**config.mk**
```make
export PLATFORM = sky130hd
export DESIGN_NAME = mem_loader
export DESIGN_NICKNAME = d
export VERILOG_FILES = /design/src/rtl/mem_loader.sv
export SDC_FILE = /design/constraint.sdc
export NUM_CORES = 1
export LEC_CHECK = 0
export ABC_CLOCK_PERIOD_IN_PS = 3200
export BUFFER_PORTS_ARGS = -buffer_cell sky130_fd_sc_hd__buf_2
export CORE_MARGIN = 2
export CORE_UTILIZATION = 50
export DETAILED_ROUTE_END_ITERATION = 7
export PLACE_DENSITY_LB_ADDON = 0.2
export SKIP_CTS_REPAIR_TIMING = 1
export SYNTH_ARGS = -nofsm -noshare
export SYNTH_HDL_FRONTEND = slang
export SYNTH_SLANG_ARGS = --single-unit
```
**constraint.sdc**
```tcl
create_clock -name Clock -period 3.2 [get_ports Clock]
set_input_delay 0.16 -clock Clock [delete_from_list [all_inputs] [get_ports Clock]]
set_output_delay 0.16 -clock Clock [all_outputs]
set_load 0.01 [all_outputs]
```
**src/rtl/mem_loader.sv**
```systemverilog
// rtl/mem_loader.sv - streams words from a valid/ready source into a RAM override write port
//
// Purpose: on an accepted start, writes word_count words from in_data into
// consecutive RAM addresses starting at base_addr, wrapping at 2^ADDR_WIDTH.
// Optional readback checking is enabled by defining MEM_LOADER_VERIFY_EN.
//
// Ports:
//   Clock            in   system clock, rising edge
//   clear            in   asynchronous active-low reset
//   start            in   load request, sampled only in IDLE
//   base_addr        in   first RAM address
//   word_count       in   number of words to load (0..2^ADDR_WIDTH)
//   in_valid/in_data in   source word handshake
//   in_ready         out  loader is in LOAD and will take in_data
//   overide*         out  registered RAM override write strobe/address/data
//   rd_en/rd_addr    out  registered RAM readback request (verify build only)
//   rd_data          in   RAM read data, one cycle after rd_en
//   busy             out  load in progress (held through the done pulse)
//   done             out  one-cycle completion pulse
//   error            out  sticky readback mismatch (verify build only)
`timescale 1ns/1ps

module mem_loader #(
    parameter int DATA_WIDTH = 32,
    parameter int ADDR_WIDTH = 9
) (
    input  logic                  Clock,
    input  logic                  clear,
    input  logic                  start,
    input  logic [ADDR_WIDTH-1:0] base_addr,
    input  logic [ADDR_WIDTH:0]   word_count,
    input  logic                  in_valid,
    input  logic [DATA_WIDTH-1:0] in_data,
    output logic                  in_ready,
    output logic                  overide,
    output logic [ADDR_WIDTH-1:0] overide_address,
    output logic [DATA_WIDTH-1:0] overide_data_in,
    output logic                  rd_en,
    output logic [ADDR_WIDTH-1:0] rd_addr,
    input  logic [DATA_WIDTH-1:0] rd_data,
    output logic                  busy,
    output logic                  done,
    output logic                  error
);

    typedef enum logic [2:0] {
        S_IDLE  = 3'd0,
        S_LOAD  = 3'd1,
        S_WRITE = 3'd2,
        S_DONE  = 3'd3
`ifdef MEM_LOADER_VERIFY_EN
        ,
        S_VRD   = 3'd4,
        S_VCMP  = 3'd5
`endif
    } state_t;

    state_t                state_q, state_d;
    logic [ADDR_WIDTH-1:0] addr_q, addr_d;
    logic [ADDR_WIDTH:0]   rem_q, rem_d;
    logic                  overide_q, overide_d;
    logic [ADDR_WIDTH-1:0] overide_address_q, overide_address_d;
    logic [DATA_WIDTH-1:0] overide_data_in_q, overide_data_in_d;
    logic                  done_q, done_d;

    // Count after retiring the current word; saturates so it can never underflow.
    logic [ADDR_WIDTH:0]   rem_dec;
    state_t                after_word;

    assign rem_dec    = (rem_q != '0) ? rem_q - 1'b1 : '0;
    assign after_word = (rem_dec != '0) ? S_LOAD : S_DONE;

`ifdef MEM_LOADER_VERIFY_EN
    logic                  rd_en_q, rd_en_d;
    logic [ADDR_WIDTH-1:0] rd_addr_q, rd_addr_d;
    logic                  error_q, error_d;
`endif

    always_comb begin
        state_d           = state_q;
        addr_d            = addr_q;
        rem_d             = rem_q;
        overide_d         = 1'b0;
        overide_address_d = overide_address_q;
        overide_data_in_d = overide_data_in_q;
        done_d            = 1'b0;
`ifdef MEM_LOADER_VERIFY_EN
        rd_en_d           = 1'b0;
        rd_addr_d         = rd_addr_q;
        error_d           = error_q;
`endif
        case (state_q)
            S_IDLE: begin
                if (start) begin
                    addr_d  = base_addr;
                    rem_d   = word_count;
`ifdef MEM_LOADER_VERIFY_EN
                    error_d = 1'b0;
`endif
                    state_d = (word_count == '0) ? S_DONE : S_LOAD;
                end
            end
            S_LOAD: begin
                if (in_valid) begin
                    overide_d         = 1'b1;
                    overide_address_d = addr_q;
                    overide_data_in_d = in_data;
                    state_d           = S_WRITE;
                end
            end
            S_WRITE: begin
`ifdef MEM_LOADER_VERIFY_EN
                // Issue the read here so rd_en is high during VRD and the
                // RAM answers in VCMP; the write lands at the end of WRITE.
                rd_en_d   = 1'b1;
                rd_addr_d = addr_q;
                state_d   = S_VRD;
`else
                addr_d    = addr_q + 1'b1;
                rem_d     = rem_dec;
                state_d   = after_word;
`endif
            end
`ifdef MEM_LOADER_VERIFY_EN
            S_VRD: begin
                state_d = S_VCMP;
            end
            S_VCMP: begin
                // overide_data_in_q still holds the word just written.
                if (rd_data != overide_data_in_q) begin
                    error_d = 1'b1;
                end
                addr_d  = addr_q + 1'b1;
                rem_d   = rem_dec;
                state_d = after_word;
            end
`endif
            S_DONE: begin
                done_d  = 1'b1;
                state_d = S_IDLE;
            end
            default: begin
                state_d = S_IDLE;
            end
        endcase
    end

    always_ff @(posedge Clock or negedge clear) begin
        if (!clear) begin
            state_q           <= S_IDLE;
            addr_q            <= '0;
            rem_q             <= '0;
            overide_q         <= 1'b0;
            overide_address_q <= '0;
            overide_data_in_q <= '0;
            done_q            <= 1'b0;
        end else begin
            state_q           <= state_d;
            addr_q            <= addr_d;
            rem_q             <= rem_d;
            overide_q         <= overide_d;
            overide_address_q <= overide_address_d;
            overide_data_in_q <= overide_data_in_d;
            done_q            <= done_d;
        end
    end

`ifdef MEM_LOADER_VERIFY_EN
    always_ff @(posedge Clock or negedge clear) begin
        if (!clear) begin
            rd_en_q   <= 1'b0;
            rd_addr_q <= '0;
            error_q   <= 1'b0;
        end else begin
            rd_en_q   <= rd_en_d;
            rd_addr_q <= rd_addr_d;
            error_q   <= error_d;
        end
    end

    assign rd_en   = rd_en_q;
    assign rd_addr = rd_addr_q;
    assign error   = error_q;
`else
    logic unused_rd_data;
    assign unused_rd_data = ^rd_data;
    assign rd_en          = 1'b0;
    assign rd_addr        = '0;
    assign error          = 1'b0;
`endif

    assign in_ready        = (state_q == S_LOAD);
    assign overide         = overide_q;
    assign overide_address = overide_address_q;
    assign overide_data_in = overide_data_in_q;
    assign done            = done_q;
    // done is registered out of DONE, so busy is extended to fall with it.
    assign busy            = (state_q != S_IDLE) || done_q;

endmodule

```
Word-level counts from Yosys, hierarchy flattened
Index checks and enable logic that the tools add are counted.
{"block": "word_totals", "regBits": 65, "output_inout_bits": 56, "in_bits": 87, "wordCells": 37}
{"block": "op_classes", "n_eq_ne": 5, "mux": 13, "reduce_logical": 10, "n_addsub": 2}
{"op": "2-to-1 mux 10 bit", "n": 2}
{"op": "one-hot mux 10 bit (2 select lines)", "n": 1}
{"op": "nonzero test 10 bit", "n": 2}
{"op": "one-hot mux 9 bit (2 select lines)", "n": 1}
{"op": "logical NOT 10 bit", "n": 1}
{"op": "subtractor 10 x 1 -> 10 bit, second input constant", "n": 1}
{"op": "adder 9 x 1 -> 9 bit, second input constant", "n": 1}
{"op": "2-to-1 mux 9 bit", "n": 1}
{"op": "one-hot mux 3 bit (3 select lines)", "n": 1}
{"op": "equality test 3 x 2 -> 1 bit, second input constant", "n": 2}
{"op": "2-to-1 mux 3 bit", "n": 2}
{"op": "AND reduction 2 bit", "n": 3}
{"op": "2-to-1 mux 2 bit", "n": 2}
{"op": "inequality test 2 bit, second input constant", "n": 2}
{"op": "equality test 3 x 1 -> 1 bit, second input constant", "n": 1}
{"op": "logical NOT 3 bit", "n": 1}
{"op": "2-to-1 mux 1 bit", "n": 3}
{"op": "nonzero test 3 bit", "n": 1}
{"op": "nonzero test 2 bit", "n": 1}
{"op": "logical OR 1 bit", "n": 1}

Depth between registers and ports, before layout
{"block": "depth", "word_depth": 5, "ltp_mapped": 7, "mapped_depth_nobuf": 7}

Least setup slack after synthesis
OpenSTA, ideal clock, no wires.
{"block": "synth_path", "path_type": "register to register", "startpoint": "reg rem_q[0]", "endpoint": "reg state_q[1]", "path_slack_ns": 1.012, "arrival_time_ns": 2.121, "path_stages_with_launch": 8, "path_buffers": 0, "synth_period_minus_slack_ns": 2.188, "setup_time_ns": 0.066, "required_time_ns": 3.134, "cell_sequence": "dfrtp_1 inv_1 ha_1 or3b_4 o32a_1 o32a_1 o41ai_1 a41o_1"}
{"block": "synth_via", "elab_chain_cells": 5, "elab_cells_between_ends": 6, "classes_between": "1 x add/sub; 3 x mux; 2 x reduce/logical"}
{"item": "from (decl)", "line": "60", "source": "logic [ADDR_WIDTH:0] rem_q, rem_d;"}
{"item": "from (signal assigned)", "line": "160", "source": "rem_q <= rem_d;"}
{"item": "subtractor 10 x 1 -> 10 bit or nonzero test 10 bit (tied branches)", "line": "70", "source": "assign rem_dec = (rem_q != '0) ? rem_q - 1'b1 : '0;"}
{"item": "2-to-1 mux 10 bit (*)", "line": "70"}
{"item": "nonzero test 10 bit (*)", "line": "71", "source": "assign after_word = (rem_dec != '0) ? S_LOAD : S_DONE;"}
{"item": "2-to-1 mux 2 bit (*)", "line": "71"}
{"item": "one-hot mux 3 bit (3 select lines) (*)", "line": "92", "source": "case (state_q)"}
{"item": "to (signal assigned)", "line": "158", "source": "state_q <= state_d;"}
{"item": "to (decl)", "line": "58", "source": "state_t state_q, state_d;"}
Every way passes the cells marked *; elsewhere a longest branch is shown, timed or not.
A chain may end at the register's enable or synchronous reset.

Worst setup path in the final report
Ends and elaborated chain as after synthesis.

==> flow_summary_export.csv <==
group,metric,value,unit
timing,skew,0.00749,ns
critical_path,slowest_stage,"dfrtp_1",
floorplan,die_h,82.8,um
power,p_leak,0.00181,uW
synth,yosys_register_bits,64,
power,netSwitchingPower,1470,uW
clocking,clock_latency,0.34,ns
synth,yosysSeqAreaShare,0.515,
detailed_routing,antenna_left,0,
clocking,htreeDepth,3,
timing,fin_crit_sh,0.742,
critical_path,r2r_cells,7,
clocking,cts_tree,"done",
floorplan,core_area,5960,sq um
power,switching_share,0.367,
synth,ys.flop_type,"dfrtp_1",
cells_and_area,num_antenna_cells,0,
synth,synth_warnings,0,
synth,synth_area_leader_cell,"dfrtp_1",
timing,hold-worst-slack,-0.0696,ns
grt,overflow,0,
synth,synth_area,3110,sq um
timing,rsz0062_at_grt,"no",
cells_and_area,finalNonFillerCells,466,
timing,fmax,0.421,GHz
critical_path,worstPathArrival,2.66,ns
floorplan,start_util,0.522,
synth,synthCells,287,
power,pwr-share-comb,0.394,
grt,antenna_found_initial,0,
detailed_routing,drc_errors,0,
synth,synth_top_area_frac,0.515,
clocking,path_clk_slew,0.08,ns
placed_design,dp.cells,450,
synth,synth_async_sr_flop_share,1.00,
floorplan,ios,143,
timing,finalHoldViolCount,39,
critical_path,startpoint_type,"flop",
clocking,cts.sink_count,64,
timing,fin_tns_setup,0,ns
critical_path,path_cells,"inv_1 -> ha_1 -> or3b_4 -> o32a_1 -> o32a_1 -> o41ai_1 -> a41o_1",
grt,first_global_vias,2650,
detailed_routing,vias_per_cell,5.61,
power,seqPwrFrac,0.386,
power,clock_power_share,0.219,
placed_design,place_congestion,0.923,
synth,yosysUniqueCellTypes,43,
placed_design,dpl.hpwl,5110,um
floorplan,fp-row-count,28,
floorplan,die_x,82.8,um
power,peakVddDrop,0.729,mV
critical_path,crit_fanout,7,
critical_path,crit_required,3.48,ns
critical_path,rr_startpoint,"rem_q[0]$_DFFE_PN0P_",
min_path,hold_class,"in -> async",
cells_and_area,final_util,0.652,
critical_path,r2r_end,"state_q[1]$_DFFE_PN0P_",
detailed_routing,wl,7210,um
critical_path,critPathKind,"reg -> reg",
placed_design,port_buffers,99,
grt,grt_pass1_wl,12200,um
detailed_routing,vias,2612,
status,status,"finished, violations left",
critical_path,crit_top_cell,"o32a_1",
detailed_routing,drt_iter0_markers,145,
cells_and_area,drive_above_1_share,0.419,
synth,synth_edf_count,0,
clocking,root_buffer,"clkbuf_8",
detailed_routing,wl_per_cell,15.5,um
grt,track_usage,0.219,
clocking,clk_path_buf_depth,2,
timing,min_period,2.37,ns
flow_run,drv_cap,0,
cells_and_area,syn_to_final_growth,25.0,%
timing,tightestPinTransition,0.963,ns
critical_path,end_kind,"flop",
detailed_routing,dr.pass1.iters,5,
timing,setup_violations,0,
synth,syn_avg_cell_area,10.8,sq um
synth,synth_area_leaders,"dfrtp_1 (52%), mux2_2 (15%), buf_4 (2.7%), o21ai_0 (2.6%), nor2_1 (2.5%)",
critical_path,crit_path_start,"rem_q[0]$_DFFE_PN0P_",
power,p_int,2530,uW
cells_and_area,num-nets-final,475,
grt,grt_max_degree,44,
floorplan,die-area,6860,sq um
power,p_per_area,1030,nW/um^2
clocking,numCtsBuffers,9,
critical_path,slowest_delay,0.44,ns
timing,slew_violations,0,
critical_path,rrSetupSlack,0.83,ns
timing,slew_headroom,0.355,
status,violations,"negative hold slack",
## cells in the mapped netlist (6+ instances only)
cell type  count
a21oi_1       15
a31oi_1        6
buf_4         11
clkbuf_1      13
dfrtp_1       64
inv_1          6
mux2_2        41
nand2_1       16
nand3_1        9
nor2_1        21
o21ai_0       16
o22a_1         6
o22ai_1        7
o31ai_1        6
## registers in the layout, indices dropped and copies added, names as in the netlist
| signal | flops |
|---|---|
| addr_q | 9 |
| overide_address | 9 |
| rem_q | 10 |
| done | 1 |
| overide | 1 |
| overide_data_in | 32 |
| state_q | 2 |
## logic make-up after synthesis
family,Yosys count,synth area share
other,1,0.00121
XOR/XNOR,3,0.00846
buffers and inverters,33,0.0560
AND/OR/NAND/NOR,71,0.113
AO/OA/AOI/OAI,72,0.150
multiplexers,41,0.149
flip-flops,64,0.515
adder cells (fa/ha/maj),2,0.00805
## metrics by stage
| step | power [uW] | instance area [sq um] | worst slack, ns |
|---|---|---|---|
| 3_5_place_dp | 3140 | 3630 | 0.863 |
| 4_1_cts | 4020 | 3880 | 0.833 |
| 5_1_grt | 4270 | 3880 | 0.672 |
| 2_1_floorplan | 2580 | 3150 | 1.01 |
| 6_report | 3990 | 3880 | 0.826 |
| 3_3_place_gp | 3080 | 3630 | 0.867 |
## cell type report
class / instances / area [sq um]
clock inverter: 6 / 115
timing repair buffer: 105 / 541
multi-input combinational: 200 / 1370
sequential: 64 / 1600
inverter: 6 / 22.5
fill: 513 / 2070
tap: 75 / 93.8
clock buffer: 10 / 138
## layer usage
metal	up-vias	global-route usage	wire (um)
li1	1231	-	-
met1	1249	0.272	3000
met2	111	0.355	3520
met3	21	0.0606	497
met4	0	0.106	202
met5	-	0	0
## how the worst max path moves through the flow
| stage | to | cells after the start |
|---|---|---|
| 3_5_place_dp | state_q[1]$_DFFE_PN0P_ | 7 |
| 2_1_floorplan | state_q[1]$_DFFE_PN0P_ | 7 |
| 5_1_grt | state_q[1]$_DFFE_PN0P_ | 7 |
| 3_3_place_gp | state_q[1]$_DFFE_PN0P_ | 7 |
| 6_report | state_q[1]$_DFFE_PN0P_ | 7 |
| 4_1_cts | state_q[1]$_DFFE_PN0P_ | 7 |
## cell usage in the layout, fill, tap and decap left out, types with 2 or more instances in the layout
cell type,count
a211oi_1,4
a21oi_1,15
a31oi_1,6
and3_1,5
buf_2,99
buf_4,6
bufinv_16,3
clkbuf_8,10
conb_1,11
dfrtp_1,64
ha_1,2
inv_1,6
mux2_2,41
nand2_1,15
nand2b_1,2
nand3_1,9
nor2_1,21
nor3_1,2
nor3b_1,3
nor4_1,5
o21a_1,2
o21ai_0,16
o22a_1,6
o22ai_1,7
o31ai_1,6
o32a_1,2
or3_1,3
xnor2_1,2
## power by group through the flow
| stage | registers [uW] | clock network (uW) | logic [uW] |
|---|---|---|---|
| 6_report | 1540 | 875 | 1570 |
| 5_1_grt | 1620 | 927 | 1730 |
| 4_1_cts | 1540 | 889 | 1590 |
| 3_5_place_dp | 1550 | 0 | 1580 |
| 3_3_place_gp | 1530 | 0 | 1550 |
| 2_1_floorplan | 1580 | 0 | 996 |
## critical path: cells and delay by family (launching register included)
family / cells / cell delay [ns]
flops: 1 / 0.44
compound gates: 4 / 1.08
simple gates: 1 / 0.43
buf+inv: 1 / 0.11
fa+ha+maj: 1 / 0.25
No activity file was read; power rests on OpenSTA's default activity.
